**src/rtl/spi_sd_pkg.sv**
```systemverilog
// Shared SPI SD controller definitions: lane width, RX word-buffer size limit
// and the CPU read-command encoding used by the RX word buffer and the CPU
// register decoder.
package spi_sd_pkg;

    localparam int SD_LANE_W         = 8;
    localparam int RX_WBUF_BYTES_MAX = 4;

    // CPU read command presented to the RX word buffer
    typedef enum logic [1:0] {
        RD_NONE = 2'd0,
        RD_BYTE = 2'd1,
        RD_WORD = 2'd2
    } rd_cmd_e;

    // Collapse the two read strobes into one command; a byte read takes
    // precedence over a simultaneous word read.
    function automatic rd_cmd_e rd_cmd_decode(input logic rd_byte, input logic rd_word);
        if (rd_byte) begin
            return RD_BYTE;
        end
        if (rd_word) begin
            return RD_WORD;
        end
        return RD_NONE;
    endfunction

endpackage

```
**src/rtl/rx_cpu_wbuf.sv**
```systemverilog
// RX CPU word buffer: assembles bytes popped from the RX byte FIFO into a
// BYTES-lane word. The CPU either shifts out the oldest byte or takes the whole
// word. Provides a fill level and a sticky misuse flag.
// Optional build macro RX_CPU_WBUF_BSWAP_EN adds a bswap input that presents
// q with lane 0 in the LSBs (little-endian CPU view).
module rx_cpu_wbuf
    import spi_sd_pkg::*;
#(
    parameter int BYTES  = 2,
    parameter int LANE_W = SD_LANE_W,
    parameter int CW     = $clog2(BYTES + 1)
) (
    input  logic                    clk,
    input  logic                    reset_n,
    input  logic                    rd_byte,
    input  logic                    rd_word,
    input  logic                    clr_err,
`ifdef RX_CPU_WBUF_BSWAP_EN
    input  logic                    bswap,
`endif
    input  logic                    fifo_has_data,
    input  logic [LANE_W-1:0]       fifo_data,
    output logic                    fifo_pop,
    output logic [BYTES*LANE_W-1:0] q,
    output logic [CW-1:0]           level,
    output logic                    empty,
    output logic                    full,
    output logic                    err
);

    localparam int            QW       = BYTES * LANE_W;
    localparam logic [CW-1:0] LVL_FULL = CW'(BYTES);

    rd_cmd_e       rd_cmd;
    logic          byte_ok;
    logic          pop_int;
    logic          err_set;
    logic [CW-1:0] level_post;
    // Lane k lives at bits [(BYTES-1-k)*LANE_W +: LANE_W], so lane 0 is in the
    // MSBs and a byte read is a plain left shift of the whole image.
    logic [QW-1:0] lanes;
    logic [QW-1:0] lanes_nxt;

    // Decode the read, derive the post-read level and the pop/error decisions
    always_comb begin
        rd_cmd     = rd_cmd_decode(rd_byte, rd_word);
        byte_ok    = (rd_cmd == RD_BYTE) && (level != '0);
        level_post = byte_ok ? (level - CW'(1)) : level;
        pop_int    = fifo_has_data && (rd_cmd != RD_WORD) && (level_post < LVL_FULL);
        err_set    = ((rd_cmd == RD_BYTE) && (level == '0)) ||
                     ((rd_cmd == RD_WORD) && (level != LVL_FULL));
    end

    // The FIFO must never see a pop while the buffer is held in reset
    assign fifo_pop = pop_int && reset_n;

    // Next lane image: shift out the oldest byte, then land the popped byte
    // just above the remaining valid lanes
    always_comb begin
        // NOTE: combinational blocks take a full default first so no path
        // leaves lanes_nxt unassigned and no latch is inferred.
        lanes_nxt = byte_ok ? (lanes << LANE_W) : lanes;
        for (int i = 0; i < BYTES; i++) begin
            if (pop_int && (level_post == CW'(i))) begin
                lanes_nxt[(BYTES-1-i)*LANE_W +: LANE_W] = fifo_data;
            end
        end
    end

    // Lane storage
    // NOTE: data lanes carry no reset; level alone defines which lanes are
    // valid, so clearing them would only cost reset fan-out.
    always_ff @(posedge clk) begin
        lanes <= lanes_nxt;
    end

    // Fill level and sticky misuse flag
    always_ff @(posedge clk or negedge reset_n) begin
        if (!reset_n) begin
            level <= '0;
            err   <= 1'b0;
        end else begin
            if (rd_cmd == RD_WORD) begin
                level <= '0;
            end else begin
                level <= level_post + CW'(pop_int);
            end
            if (err_set) begin
                err <= 1'b1;
            end else if (clr_err) begin
                err <= 1'b0;
            end
        end
    end

    assign empty = (level == '0);
    assign full  = (level == LVL_FULL);

    // Present the lanes on q, optionally byte-reversed for a little-endian view
    for (genvar g = 0; g < BYTES; g++) begin : g_q
`ifdef RX_CPU_WBUF_BSWAP_EN
        assign q[(BYTES-1-g)*LANE_W +: LANE_W] = bswap ? lanes[g*LANE_W +: LANE_W]
                                                       : lanes[(BYTES-1-g)*LANE_W +: LANE_W];
`else
        assign q[(BYTES-1-g)*LANE_W +: LANE_W] = lanes[(BYTES-1-g)*LANE_W +: LANE_W];
`endif
    end

endmodule

```
**config.mk**
```make
export PLATFORM = sky130hd
export DESIGN_NAME = rx_cpu_wbuf
export DESIGN_NICKNAME = d
export VERILOG_FILES = /design/src/rtl/spi_sd_pkg.sv /design/src/rtl/rx_cpu_wbuf.sv
export SDC_FILE = /design/constraint.sdc
export NUM_CORES = 1
export LEC_CHECK = 0
export CAP_MARGIN = 20
export CORE_MARGIN = 1.5
export CORE_UTILIZATION = 35
export DETAILED_ROUTE_END_ITERATION = 6
export PLACE_DENSITY = 0.68
export RECOVER_POWER = 100
export SKIP_LAST_GASP = 1
export SLEW_MARGIN = 20
export SYNTH_ARGS = -nofsm -noshare
export SYNTH_HDL_FRONTEND = slang
export SYNTH_SLANG_ARGS = --single-unit
export TNS_END_PERCENT = 50
```
**constraint.sdc**
```tcl
create_clock -name clk -period 2.4 [get_ports clk]
set_input_delay 0.48 -clock clk [delete_from_list [all_inputs] [get_ports clk]]
set_output_delay 0.48 -clock clk [all_outputs]
set_load 0.02 [all_outputs]
```
==> results of run 1 <==
[cell families after synthesis]
group	synth area share, %
AO/OA/AOI/OAI	13.2
XOR/XNOR	4.51
adder cells (fa/ha/maj)	3.76
buffers and inverters	2.63
flip-flops	55.6
AND/OR/NAND/NOR	20.3
[repair_timing]
action | in CTS | in global routing
endpoints found under the setup margin | 1 | 2
pin swaps | 2 | 3
gates resized for setup | 10 | 1
buffers inserted | 2 | 1
[layer usage]
metal	GRT usage, %	vias up	routed length (microns)
met5	0	-	0
li1	-	389	-
met2	27.6	28	1220
met3	3.69	2	115
met1	19.0	377	981
met4	5.10	0	15
[through the flow]
stage | TNS, ns | power, W
2_1_floorplan | 0 | 0.00131
4_1_cts | 0 | 0.00207
5_1_grt | -0.237 | 0.00210
6_report | 0 | 0.00197
3_5_place_dp | -0.301 | 0.00186
3_3_place_gp | -0.214 | 0.00183
[cells in the mapped netlist]
cell / instances
xor2_1: 2
a221o_2: 8
xnor2_4: 1
edfxtp_1: 16
nand2_1: 4
o221ai_1: 1
nand2b_1: 2
ha_1: 3
or2_1: 1
dfrtp_1: 3
nor3b_4: 2
inv_1: 4
buf_4: 1
nor3_1: 1
inv_2: 1
nand2b_4: 1
a31oi_2: 1
o21ai_0: 4
and2_1: 18
[layout make-up]
cell class | count | area share [%]
Clock buffer | 3 | 1.45
Clock inverter | 1 | 0.322
Inverter | 5 | 1.21
Multi-Input combinational cell | 49 | 27.4
Sequential cell | 19 | 35.8
Tap cell | 31 | 2.49
Timing Repair Buffer | 54 | 31.4
[critical path: cells and delay by family (launching register included)]
kind / cells / cell delay, ns
buf+inv: 3 / 0.24
simple gates: 3 / 0.52
compound gates: 1 / 0.19
fa+ha+maj: 1 / 0.20
flops: 1 / 0.43
[registers in the layout (all words and copies together) (netlist names)]
| register | flops |
|---|---|
| level | 2 |
| q | 16 |
| err | 1 |
[power by group through the flow]
stage	Combinational (W)	Clock [W]	Sequential [W]
CTS	0.00129	0.000163	0.000618
floorplan	0.000506	0	0.000802
finish	0.00120	0.000159	0.000611
global placement	0.00121	0	0.000619
detailed placement	0.00124	0	0.000627
global route	0.00129	0.000174	0.000629
[final timing paths]
| check | startpoint | end | slack, ns | cells past startpoint |
|---|---|---|---|---|
| worst max-delay path | level[0]$_DFF_PN0_ | fifo_pop | 0.05 | 8 |
| worst min-delay path | reset_n | err$_DFFE_PN0P_ | 0.57 | 2 |
| worst max register to register | level[0]$_DFF_PN0_ | q[1]$_SDFFCE_PN0P_ | 0.25 | 10 |
| worst min register to register | q[2]$_SDFFCE_PN0P_ | q[10]$_DFFE_PP_ | 0.61 | 1 |
| max in group asynchronous | reset_n | level[0]$_DFF_PN0_ | 1.64 | 2 |
| min in group clk | q[2]$_SDFFCE_PN0P_ | q[10]$_DFFE_PP_ | 0.61 | 1 |
==> flow_summary_export.csv, run 1 <==
group,metric,value,unit
cells_and_area,regArea,557,sq um
power_and_ir_drop,p_sw,0.000752,W
timing,setup_ws,0.0468,ns
route,drtAntennaViolNets,0,
timing,min_period,2.35,ns
timing,hold_viol_final,0,
cells_and_area,antenna_cells,0,
route,drt_iter0_markers,7,
place,placed_cells,155,
timing,finalCritPeriodShare,98.0,%
outcome,status,"finished, final reports clean",
place,gp_congestion,0.753,
floorplanning,die_h,56.4,microns
global_routing,grt_use_total,15.7,%
place,io_buffer_count,35,
cts,ctsHoldBuffers,0,
route,avgViaCountPerCell,4.91,
power_and_ir_drop,leakagePower,0.632,nW
setup_path,start_kind,"flip-flop",
cells_and_area,syn2layout_area_growth,55.9,%
place,hpwl,1.85,mm
synth,syn_avg_cell_area,13.5,sq um
cts,cts_tree,"yes",
min_path,min_path_type,"primary input to asynchronous set/reset pin",
cells_and_area,multi_input_area,427,sq um
floorplanning,core,2730,sq um
cts,cts_buffer_depth,2,
route,wl_per_cell,14.4,microns
synth,postSynthCellCount,74,
setup_path,max_stage_delay,0.43,ns
place,post-place-ws,-0.301,ns
synth,ys_seq_elements,19,
timing,finClkSkew,0.00674,ns
setup_path,crit_top_cell,"inv_2",
cells_and_area,layout-drive-gt1-share,33.6,%
synth,syn_area,998,sq um
setup_path,worstPathMaxFanout,2,
timing,tightest_slew,0.588,ns
cells_and_area,fin_cells,162,
route,drc,0,
power_and_ir_drop,switching_share,38.1,%
cts,htree_levels,1,
cts,insertion_delay,0.29,ns
route,dr_total_vias,796,
cells_and_area,nFillCells,240,
power_and_ir_drop,cellPowerDensity,1270,nW/um^2
timing,relSlewSlack,60.6,%
setup_path,endpoint_kind,"output pin",
power_and_ir_drop,p_comb_share,61.0,%
floorplanning,num_rows,19,
timing,fmax,425,MHz
synth,synth_seq_area_share,55.6,%
cts,numCtsBuffers,3,
cells_and_area,final_area,1560,sq um
cts,clockRootBuffer,"clkbuf_4",
synth,ys_warn_count,0,
timing,rsz0062_at_grt,"yes",
setup_path,cp_slowest_cell,"dfrtp_2",
power_and_ir_drop,p_int,0.00122,W
route,totalWireLength,2.33,mm
run,max_cap_violations,0,
cells_and_area,fin_util,56.9,%
floorplanning,die_area,3180,sq um
global_routing,grt_max_degree,12,
floorplanning,initial_core_util,36.5,%
cts,cts.clk_slew.worst_paths,0.11,ns
global_routing,antenna_found_initial,0,
power_and_ir_drop,ir_worst_vdd,750,uV
global_routing,grt_pass1_vias,832,
synth,synth.top_cells.by_area,"edfxtp_1 (48%), and2_1 (11%), a221o_2 (9.0%), dfrtp_1 (7.5%), ha_1 (3.8%)",
timing,setup_viol,0,
place,placed_cell_area,1500,sq um
power_and_ir_drop,p_clk_share,8.1,%
timing,maxSlewViolCount,0,
cells_and_area,nets,149,
synth,yosysTopAreaCell,"edfxtp_1",
synth,yosys.area.top_type_share,48.1,%
global_routing,overflow,0,
global_routing,grt_pass1_wl,3.82,mm
setup_path,worstPathCellList,"inv_2 > ha_4 > or2_1 > a31oi_2 > nand2b_4 > inv_2 > and2_4 > buf_6",
floorplanning,die_x,56.4,microns
synth,syn-num-nets,91,
cells_and_area,final_common_cell,"dlygate4sd3_1",
cts,clkSinkCount,19,
cells_and_area,final_cell_mix,"dlygate4sd3_1 (21), buf_4 (16), edfxtp_1 (16)",
setup_path,cp_data_required_time,1.92,ns
power_and_ir_drop,sequentialPowerShare,30.9,%
floorplanning,ioPinCount,36,
setup_path,critical_path_class,"flip-flop to output pin",
synth,yosysUniqueCellTypes,19,
setup_path,arrival,1.87,ns
route,firstDrtPassIters,4,
timing,timing.hold.ws,0.570,ns
No activity file was read; power rests on OpenSTA's default activity.
==> run 2, diff against run 1 <==
- CORE_MARGIN: 1.5 -> unset
- CORE_UTILIZATION: 35 -> 39
- PLACE_DENSITY: 0.68 -> 0.74
==> run 2 against run 1 <==
  * Global-route usage increased by 2.0 points
  * Cell count fell by 2.5%
  * Worst setup slack improved by 0.010 ns
  * Combinational power hardly changed
  * Routed wire length shrank 8.7%
  * Final area decreased by 0.80%
==> flow_summary_export.csv, run 2 (synthesis results as in run 1) <==
group,metric,value,unit
outcome,status,"finished, final reports clean",
setup_path,reg2reg_from,"level[1]$_DFF_PN0_",
cts,insertion_delay,0.29,ns
route,dr_total_vias,783,
cells_and_area,nets,148,
cells_and_area,antenna_cells,0,
floorplanning,die_h,52.6,microns
floorplanning,initial_core_util,43.1,%
cells_and_area,fin_cells,158,
power_and_ir_drop,ir_worst_vdd,777,uV
setup_path,arrival,1.86,ns
global_routing,antenna_found_initial,0,
cts,cts_buffer_depth,2,
route,drtAntennaViolNets,0,
global_routing,grt_use_total,17.7,%
global_routing,grt_pass1_wl,3.48,mm
setup_path,ff2ff_setup_slack,0.18,ns
min_path,min_path_type,"primary input to asynchronous set/reset pin",
timing,hold_viol_final,0,
setup_path,cp_data_required_time,1.92,ns
cells_and_area,layout-drive-gt1-share,30.8,%
timing,maxSlewViolCount,0,
route,drt_iter0_markers,14,
setup_path,endpoint_kind,"output pin",
cells_and_area,final_common_cell,"dlygate4sd3_1",
place,gp_congestion,0.803,
power_and_ir_drop,power.total,0.00197,W
cells_and_area,nFillCells,184,
cells_and_area,regArea,557,sq um
route,wl_per_cell,13.4,microns
place,hpwl,1.65,mm
setup_path,reg2reg_depth,9,
global_routing,grt_pass1_vias,783,
global_routing,grt_max_degree,11,
floorplanning,die_area,2770,sq um
floorplanning,die_x,52.6,microns
cells_and_area,final_cell_mix,"dlygate4sd3_1 (19), buf_4 (16), edfxtp_1 (16)",
floorplanning,num_rows,17,
floorplanning,core,2320,sq um
cts,numCtsBuffers,3,
place,placed_cells,150,
power_and_ir_drop,cellPowerDensity,1270,nW/um^2
cts,ctsHoldBuffers,0,
route,avgViaCountPerCell,4.96,
setup_path,start_kind,"flip-flop",
cells_and_area,multi_input_area,428,sq um
cts,cts_tree,"yes",
route,totalWireLength,2.12,mm
setup_path,worstPathMaxFanout,2,
route,firstDrtPassIters,6,
timing,fmax,427,MHz
setup_path,critical_path_class,"flip-flop to output pin",
timing,finClkSkew,0.00754,ns
cts,cts.clk_slew.worst_paths,0.11,ns
cts,htree_levels,1,
timing,finalCritPeriodShare,97.6,%
floorplanning,ioPinCount,36,
cells_and_area,largest_reg_flops,16,
timing,min_period,2.34,ns
power_and_ir_drop,leakagePower,0.622,nW
cells_and_area,syn2layout_area_growth,54.6,%
timing,rsz0062_at_grt,"yes",
timing,relSlewSlack,49.6,%
global_routing,overflow,0,
route,drc,0,
timing,setup_viol,0,
run,max_cap_violations,0,
timing,tightest_slew,0.754,ns
place,io_buffer_count,35,
setup_path,r2r_end,"q[0]$_SDFFCE_PN0P_",
cts,clockRootBuffer,"clkbuf_4",
cts,clkSinkCount,19,
[run 2: cell types whose count changed in the layout (fill, tap and decap cells not counted), sizes merged]
| cell | change |
|---|---|
| clkinv | -1 |
| clkdlybuf4s50 | +2 |
| dlygate4sd3 | -2 |
[run 2: report_power, final]
| part | total, W | switching [W] | internal (W) |
|---|---|---|---|
| sequential | 0.000612 | 0.0000561 | 0.000556 |
| combinational | 0.00120 | 0.000586 | 0.000609 |
| clock | 0.000159 | 0.0000946 | 0.0000645 |
[run 2: what timing repair did]
| action | 4_1_cts | 5_1_grt |
|---|---|---|
| setup endpoints to repair | 1 | 1 |
| pin swaps | 1 | 3 |
| buffers inserted | 0 | 4 |
| resized for setup | 5 | 6 |
[run 2: how the worst max path moves through the flow]
stage	start	end	slack [ns]	cells past startpoint
finish	level[0]$_DFF_PN0_	fifo_pop	0.06	8
global route	level[0]$_DFF_PN0_	fifo_pop	-0.009	8
CTS	level[0]$_DFF_PN0_	fifo_pop	0.002	8
detailed placement	rd_word	fifo_pop	-0.28	7
global placement	rd_word	fifo_pop	-0.22	7
floorplan	level[0]$_DFF_PN0_	fifo_pop	0.01	8
[run 2: cell type report]
type	instances	share of cell area, %
Multi-Input combinational cell	49	27.7
Tap cell	28	2.27
Sequential cell	19	36.1
Timing Repair Buffer	53	31.0
Inverter	5	1.22
Clock buffer	4	1.70
[run 2: routing by layer]
layer / routed length, microns / up-vias / global-route usage (%)
met1: 874 / 362 / 21.7
met3: 132 / 2 / 2.90
met2: 1100 / 31 / 31.6
met4: 14 / 0 / 5.26
li1: - / 388 / -
met5: 0 / - / 0
[run 2: critical path: stages (launching register included)]
cell and delay (ns):
dfrtp_2 0.42, inv_2 0.08, ha_4 0.19, or2_1 0.23, a31oi_2 0.19, nand2b_4 0.16, inv_2 0.03, and2_4 0.14
buf_6 0.12
[run 2: per-stage QoR]
stage	hold slack [ns]	cell area [sq um]	util (%)	TNS, ns	worst slack (ns)
final	0.537	1540	66.6	0	0.0570
after global routing	0.577	1540	66.6	-0.00874	-0.00874
after CTS	0.440	1510	65.3	0	0.00185
after detailed placement	0.588	1490	64.1	-0.284	-0.284
after global placement	0.566	1490	64.1	-0.221	-0.221
after floorplan	0.184	1000	-	0	0.0110
